$ cat src/rtl/pc_sequencer_pkg.sv
// Shared types for the program-counter sequencer: the per-cycle action
// chosen by the priority encoder and the skip stride.
package pc_seq_pkg;

  typedef enum logic [2:0] {
    PC_HOLD,
    PC_INC,
    PC_SKIP,
    PC_JUMP,
    PC_CALL,
    PC_RET,
    PC_HALT
  } pc_action_t;

  localparam int SKIP_STRIDE = 2;

endpackage

$ cat src/rtl/pc_sequencer_if.sv
// Control-unit to sequencer bundle. The control unit is the master and
// drives the strobes. The sequencer is the slave and returns pc and status.
interface pc_sequencer_if #(
  parameter int ADDR_W = 5
);
  logic              en;
  logic              halt;
  logic              skip;
  logic              jump;
  logic              call;
  logic              ret;
  logic [ADDR_W-1:0] jump_addr;
  logic [ADDR_W-1:0] pc;
  logic              halted;
  logic              stack_empty;
  logic              stack_full;
  logic              stack_err;

  modport master (
    output en, halt, skip, jump, call, ret, jump_addr,
    input  pc, halted, stack_empty, stack_full, stack_err
  );

  modport slave (
    input  en, halt, skip, jump, call, ret, jump_addr,
    output pc, halted, stack_empty, stack_full, stack_err
  );
endinterface

$ cat src/rtl/pc_sequencer_ret_stack.sv
// LIFO of return addresses. A push is ignored when the stack is full and a
// pop is ignored when it is empty; the caller decides what counts as an error.
module ret_stack #(
  parameter int ADDR_W      = 5,
  parameter int STACK_DEPTH = 4
) (
  input  logic              clk,
  input  logic              rst_n,
  input  logic              push_i,
  input  logic              pop_i,
  input  logic [ADDR_W-1:0] push_data_i,
  output logic [ADDR_W-1:0] top_o,
  output logic              empty_o,
  output logic              full_o
);
  localparam int CNT_W = $clog2(STACK_DEPTH + 1);
  localparam int IDX_W = (STACK_DEPTH > 1) ? $clog2(STACK_DEPTH) : 1;

  logic [ADDR_W-1:0] mem_q [STACK_DEPTH];
  logic [CNT_W-1:0]  count_q, count_d;
  logic [IDX_W-1:0]  wr_idx, rd_idx;
  logic              do_push, do_pop;

  assign empty_o = (count_q == '0);
  assign full_o  = (count_q == CNT_W'(STACK_DEPTH));
  assign do_push = push_i && !full_o;
  assign do_pop  = pop_i && !empty_o;

  // Reading the slot below count while empty is harmless: top_o is only
  // consumed when a pop is actually accepted.
  assign wr_idx = IDX_W'(count_q);
  assign rd_idx = IDX_W'(count_q - CNT_W'(1));
  assign top_o  = mem_q[rd_idx];

  always_comb begin
    count_d = count_q;
    if (do_push)     count_d = count_q + CNT_W'(1);
    else if (do_pop) count_d = count_q - CNT_W'(1);
  end

  always_ff @(posedge clk or negedge rst_n) begin
    if (!rst_n) count_q <= '0;
    else        count_q <= count_d;
  end

  always_ff @(posedge clk) begin
    if (do_push) mem_q[wr_idx] <= push_data_i;
  end
endmodule

$ cat src/rtl/pc_sequencer.sv
// Registered program counter. It picks one action per enabled cycle:
// increment, skip, jump, call, return or halt. It owns the return stack.
module pc_sequencer
  import pc_seq_pkg::*;
#(
  parameter int              ADDR_W      = 5,
  parameter int              STACK_DEPTH = 4,
  parameter logic [ADDR_W-1:0] RESET_ADDR  = '0
) (
  input logic           clk,
  input logic           rst_n,
  pc_sequencer_if.slave bus
);
  pc_action_t        action;
  logic [ADDR_W-1:0] pc_q, pc_d;
  logic              halted_q, halted_d;
  logic              err_q, err_d;
  logic              push, pop;
  logic [ADDR_W-1:0] stk_top;
  logic              stk_empty, stk_full;

  always_comb begin
    action = PC_HOLD;
    if (bus.en && !halted_q) begin
      if      (bus.halt) action = PC_HALT;
      else if (bus.ret)  action = PC_RET;
      else if (bus.call) action = PC_CALL;
      else if (bus.jump) action = PC_JUMP;
      else if (bus.skip) action = PC_SKIP;
      else               action = PC_INC;
    end
  end

  always_comb begin
    pc_d     = pc_q;
    halted_d = halted_q;
    err_d    = err_q;
    push     = 1'b0;
    pop      = 1'b0;
    case (action)
      PC_HALT: halted_d = 1'b1;
      PC_RET: begin
        if (stk_empty) err_d = 1'b1;
        else begin
          pc_d = stk_top;
          pop  = 1'b1;
        end
      end
      PC_CALL: begin
        if (stk_full) err_d = 1'b1;
        else begin
          pc_d = bus.jump_addr;
          push = 1'b1;
        end
      end
      PC_JUMP: pc_d = bus.jump_addr;
      PC_SKIP: pc_d = pc_q + ADDR_W'(SKIP_STRIDE);
      PC_INC:  pc_d = pc_q + ADDR_W'(1);
      default: ;
    endcase
  end

  always_ff @(posedge clk or negedge rst_n) begin
    if (!rst_n) begin
      pc_q     <= RESET_ADDR;
      halted_q <= 1'b0;
      err_q    <= 1'b0;
    end else begin
      pc_q     <= pc_d;
      halted_q <= halted_d;
      err_q    <= err_d;
    end
  end

  ret_stack #(
    .ADDR_W     (ADDR_W),
    .STACK_DEPTH(STACK_DEPTH)
  ) u_ret_stack (
    .clk        (clk),
    .rst_n      (rst_n),
    .push_i     (push),
    .pop_i      (pop),
    .push_data_i(pc_q + ADDR_W'(1)),
    .top_o      (stk_top),
    .empty_o    (stk_empty),
    .full_o     (stk_full)
  );

  assign bus.pc          = pc_q;
  assign bus.halted      = halted_q;
  assign bus.stack_empty = stk_empty;
  assign bus.stack_full  = stk_full;
  assign bus.stack_err   = err_q;
endmodule

$ cat src/flat_wrapper.sv
// flat-port wrapper written by rule: the top's interface ports become plain ports
module pc_sequencer_flat import pc_seq_pkg::*;
#(
  parameter int              ADDR_W      = 5,
  parameter int              STACK_DEPTH = 4,
  parameter logic [ADDR_W-1:0] RESET_ADDR  = '0
)
  (clk, rst_n, bus_en, bus_halt, bus_skip, bus_jump, bus_call, bus_ret, bus_jump_addr, bus_pc, bus_halted, bus_stack_empty, bus_stack_full, bus_stack_err);
  pc_sequencer_if #(.ADDR_W(ADDR_W)) bus_i ();
  input logic clk;
  input logic rst_n;
  input wire logic [$bits(bus_i.en)-1:0] bus_en;
  input wire logic [$bits(bus_i.halt)-1:0] bus_halt;
  input wire logic [$bits(bus_i.skip)-1:0] bus_skip;
  input wire logic [$bits(bus_i.jump)-1:0] bus_jump;
  input wire logic [$bits(bus_i.call)-1:0] bus_call;
  input wire logic [$bits(bus_i.ret)-1:0] bus_ret;
  input wire logic [$bits(bus_i.jump_addr)-1:0] bus_jump_addr;
  output wire logic [$bits(bus_i.pc)-1:0] bus_pc;
  output wire logic [$bits(bus_i.halted)-1:0] bus_halted;
  output wire logic [$bits(bus_i.stack_empty)-1:0] bus_stack_empty;
  output wire logic [$bits(bus_i.stack_full)-1:0] bus_stack_full;
  output wire logic [$bits(bus_i.stack_err)-1:0] bus_stack_err;
  assign bus_i.en = bus_en;
  assign bus_i.halt = bus_halt;
  assign bus_i.skip = bus_skip;
  assign bus_i.jump = bus_jump;
  assign bus_i.call = bus_call;
  assign bus_i.ret = bus_ret;
  assign bus_i.jump_addr = bus_jump_addr;
  assign bus_pc = bus_i.pc;
  assign bus_halted = bus_i.halted;
  assign bus_stack_empty = bus_i.stack_empty;
  assign bus_stack_full = bus_i.stack_full;
  assign bus_stack_err = bus_i.stack_err;
  pc_sequencer #(.ADDR_W(ADDR_W), .STACK_DEPTH(STACK_DEPTH), .RESET_ADDR(RESET_ADDR)) u_core (.clk(clk), .rst_n(rst_n), .bus(bus_i));
endmodule
$ cat config.mk
export PLATFORM = sky130hd
export DESIGN_NAME = pc_sequencer_flat
export DESIGN_NICKNAME = d
export VERILOG_FILES = /design/src/rtl/pc_sequencer_pkg.sv /design/src/rtl/pc_sequencer_if.sv /design/src/rtl/pc_sequencer_ret_stack.sv /design/src/rtl/pc_sequencer.sv /design/src/flat_wrapper.sv
export SDC_FILE = /design/constraint.sdc
export NUM_CORES = 1
export LEC_CHECK = 0
export CORE_MARGIN = 2
export CORE_UTILIZATION = 30
export CTS_CLUSTER_SIZE = 28
export DETAILED_ROUTE_END_ITERATION = 10
export GPL_TIMING_DRIVEN = 0
export HOLD_SLACK_MARGIN = 0.08
export PLACE_DENSITY_LB_ADDON = 0.15
export SLEW_MARGIN = 15
export SYNTH_ARGS = -nofsm -noshare
export SYNTH_HDL_FRONTEND = slang
export SYNTH_SLANG_ARGS = --single-unit
$ cat constraint.sdc
create_clock -name clk -period 5.6 [get_ports clk]
set_input_delay 1.12 -clock clk [delete_from_list [all_inputs] [get_ports clk]]
set_output_delay 1.12 -clock clk [all_outputs]
set_load 0.01 [all_outputs]
==> metrics.md <==
| Metric | Value |
|---|---|
| Final WS setup | 2500 ps |
| Fin crit share | 0.554 |
| Antenna Nets Post-Route | 0 |
| Post-CTS setup buffers | 0 |
| CTS buffer count | 5 |
| Fmax | 322 MHz |
| Gate Count Post-Synth | 119 |
| Multi-input logic area | 662 sq um |
| CP endpoint | bus_stack_full |
| Core area | around 5100 sq um |
| VDD IR max | 0.0974 mV |
| Top FF cell, synth | edfxtp_1 |
| Final Hold Fails | 0 |
| Clk buf depth | 2 |
| Post-cts resize count | 0 |
| Crit-path max FO | 7 |
| R2r endpoint | u_core.bus.pc[0]$_DFFE_PN0P_ |
| Cell total after placement | 208 |
| Avg Synthesized Cell Area | roughly 13 sq um |
| Async S/R FF share, synth | 0.333 |
| Gr usage total | 0.116 |
| Final routed DRC violation total | 0 |
| Nets | approximately 170 |
| CP Class | reg -> out |
| RSZ-0062 raised after global routing | no |
| # port buffers | 19 |
| Die Y | about 76 um |
| Final clock skew | 6.55 ps |
| CP max-delay cell | clkdlybuf4s50_1 |
| PD cells | 350 nW/um^2 |
| Wire per inst | around 15 um |
| Synth Register Bits | 30 |
| CP required | ~4500 ps |
| GRT overflow | 0 |
| Number of DRC markers in iteration 0 | between 40 and 50 |
| Post-Route Setup TNS | 0 ps |
| Final total power | approximately 680 uW |
| Root buffer cell | clkbuf_8 |
| Drt pass-1 iters | 4 |
| Post-Route Utilization | 0.380 |
| Top cell by count, worst path | ha_1 |
| Crit path DAT | around 2000 ps |
| Hpwl dp | approximately 2.4 mm |
| Syn Nets | between 100 and 150 |
| Die area | 5820 sq um |
| Vias in the first global route | a little over 1000 |
| Post-synth EDFFs | 20 |
| TritonCTS clock tree | yes |
| Top-count cell post-synth | edfxtp_1 |
| Largest net degree at the start of global routing | 11 |
| Clock Latency Late Sink | about 270 ps |
| Dpl ws | around 2300 ps |
| Reg clk slew, reported paths | around 60 ps |
| Synth top area cells | edfxtp_1 38%, dfrtp_1 16%, mux4_2 7.2% |
| Max-cap violations | 0 |
| H-tree depth | 2 |
| Width of the die | 76.3 um |
| Initial Util | 0.309 |
| List of most frequent post-synthesis cells | 20 x edfxtp_1, 10 x dfrtp_1, 8 x ha_1 |
| Worst-Margin Slew | 609 ps |
| Synth warn | 0 |
| Mapped cell area | around 1600 sq um |
| Hold buffers post-CTS | 0 |
| Placer Congestion | a little over 0.8 |
| Syn-to-layout area delta | 23.2% |
| Post-synthesis sequential area ratio | 0.543 |
| Post-synth cell types | 39 |
| Top Ports | 22 |
| Worst R2R Path Depth | 8 |
| Post-layout min period | slightly above 3000 ps |
| Slew Limit Headroom | 0.592 |
| Worst hold path class | reg -> reg |
| Max-slew violation count | 0 |
| Synth area leader | edfxtp_1 |
| Setup crit start | u_core.u_ret_stack.count_q[0]$_DFFE_PN0P_ |
| Finished Layout Cells | approximately 220 |
| Final wirelength | between 3 and 4 mm |
| Min-delay src | u_core.bus.stack_err$_DFFE_PN0P_ |
| First-pass GRT wire length | just over 5 mm |
| Worst Setup End Kind | output pin |
| Synth top area share | 0.383 |
| Vias | slightly above 1000 |
| Status | finished, final reports clean |
| FILL cells | between 500 and 600 |
| Startpoint Class | register |
| Leakage | 0.732 nW |
| Final setup fails | 0 |
| Row count | 26 |
| ANT cells | 0 |
| Sink Count | 30 |
| Share of cells above drive strength 1 | 0.130 |
| Worst-path cell chain | buf_2 -> inv_1 -> ha_1 -> ha_1 -> clkdlybuf4s50_1 |
| Worst R2R Start | u_core.u_ret_stack.count_q[0]$_DFFE_PN0P_ |
| Reg2Reg Setup Slack | between 3000 and 4000 ps |
| Initial antenna violation count | 0 |
| Vias per cell | 4.81 |
| Slowest stage delay, CP | 560 ps |
| FF/Latch Area | roughly 850 sq um |
[worst min-delay path by stage]
stage,end,slack [ps],depth (start not counted)
after detailed placement,u_core.bus.stack_err$_DFFE_PN0P_,460,1
after floorplan,u_core.bus.stack_err$_DFFE_PN0P_,490,1
after global placement,u_core.bus.stack_err$_DFFE_PN0P_,440,1
final,u_core.bus.stack_err$_DFFE_PN0P_,460,1
after CTS,u_core.bus.stack_err$_DFFE_PN0P_,480,1
after global routing,u_core.bus.stack_err$_DFFE_PN0P_,520,1
[cell type report]
type                            count  share of cell area
Inverter                            5             0.00973
Sequential cell                    30               0.441
Tap cell                           70              0.0454
Clock inverter                      3             0.00843
Buffer                              5              0.0182
Multi-Input combinational cell     79               0.343
Timing Repair Buffer               19              0.0986
Clock buffer                        5              0.0357
[layout by cell type (no fill, tap or decap), types with 2 or more instances in the layout]
cell type         n
edfxtp_1         20
clkdlybuf4s50_1  19
dfrtp_1          10
ha_1              8
nor2_1            7
nand2_1           6
a21oi_1           6
inv_1             5
mux4_2            5
clkbuf_8          5
xnor2_1           4
and2_1            4
a21o_1            3
nor3_1            3
nand2b_1          3
nand3_1           2
buf_6             2
and3b_1           2
mux2i_1           2
clkbuf_1          2
o21ai_0           2
o21bai_1          2
mux2_2            2
o211ai_1          2
[layer usage]
metal	GRT usage	wire, um
met2	0.188	1570
met4	0.0382	14
met3	0.0462	144
met5	0	0
met1	0.141	1430
[state kept, by name (all words and copies together), names as in the netlist]
register / count
u_core.bus.halted: 1
u_core.bus.pc: 5
u_core.bus.stack_err: 1
u_core.u_ret_stack.count_q: 3
u_core.u_ret_stack.mem_q: 20
[cell families after synthesis]
| family | count (synthesis) | synth area share |
|---|---|---|
| and+or+nand+nor | 35 | 0.134 |
| xor gates and xnor gates | 5 | 0.0280 |
| muxes | 9 | 0.0990 |
| DFF | 30 | 0.543 |
| adders and majority gates | 8 | 0.0639 |
| AOI/OAI and AO/OA | 22 | 0.0974 |
| buffers and inverters | 10 | 0.0343 |
[stage by stage]
stage          instance area [sq um]  hold WS [ps]
6_report                        1930           465
5_1_grt                         1930           521
4_1_cts                         1930           476
3_5_place_dp                    1840           459
3_3_place_gp                    1840           443
2_1_floorplan                   1570           493
[power by group]
part | internal, mW | switching [mW] | total (mW)
clock | 0.0848 | 0.0773 | 0.162
combinational | 0.112 | 0.104 | 0.216
sequential | 0.272 | 0.0254 | 0.297
total | 0.469 | 0.206 | 0.675
[worst max-delay path: cells and delay by family (launching register included)]
kind                       cells  cell delay, ps
adders and majority gates      2             450
buffers and inverters          3             870
DFF                            1             390
Note: power is estimated with default switching activity, not from simulation.
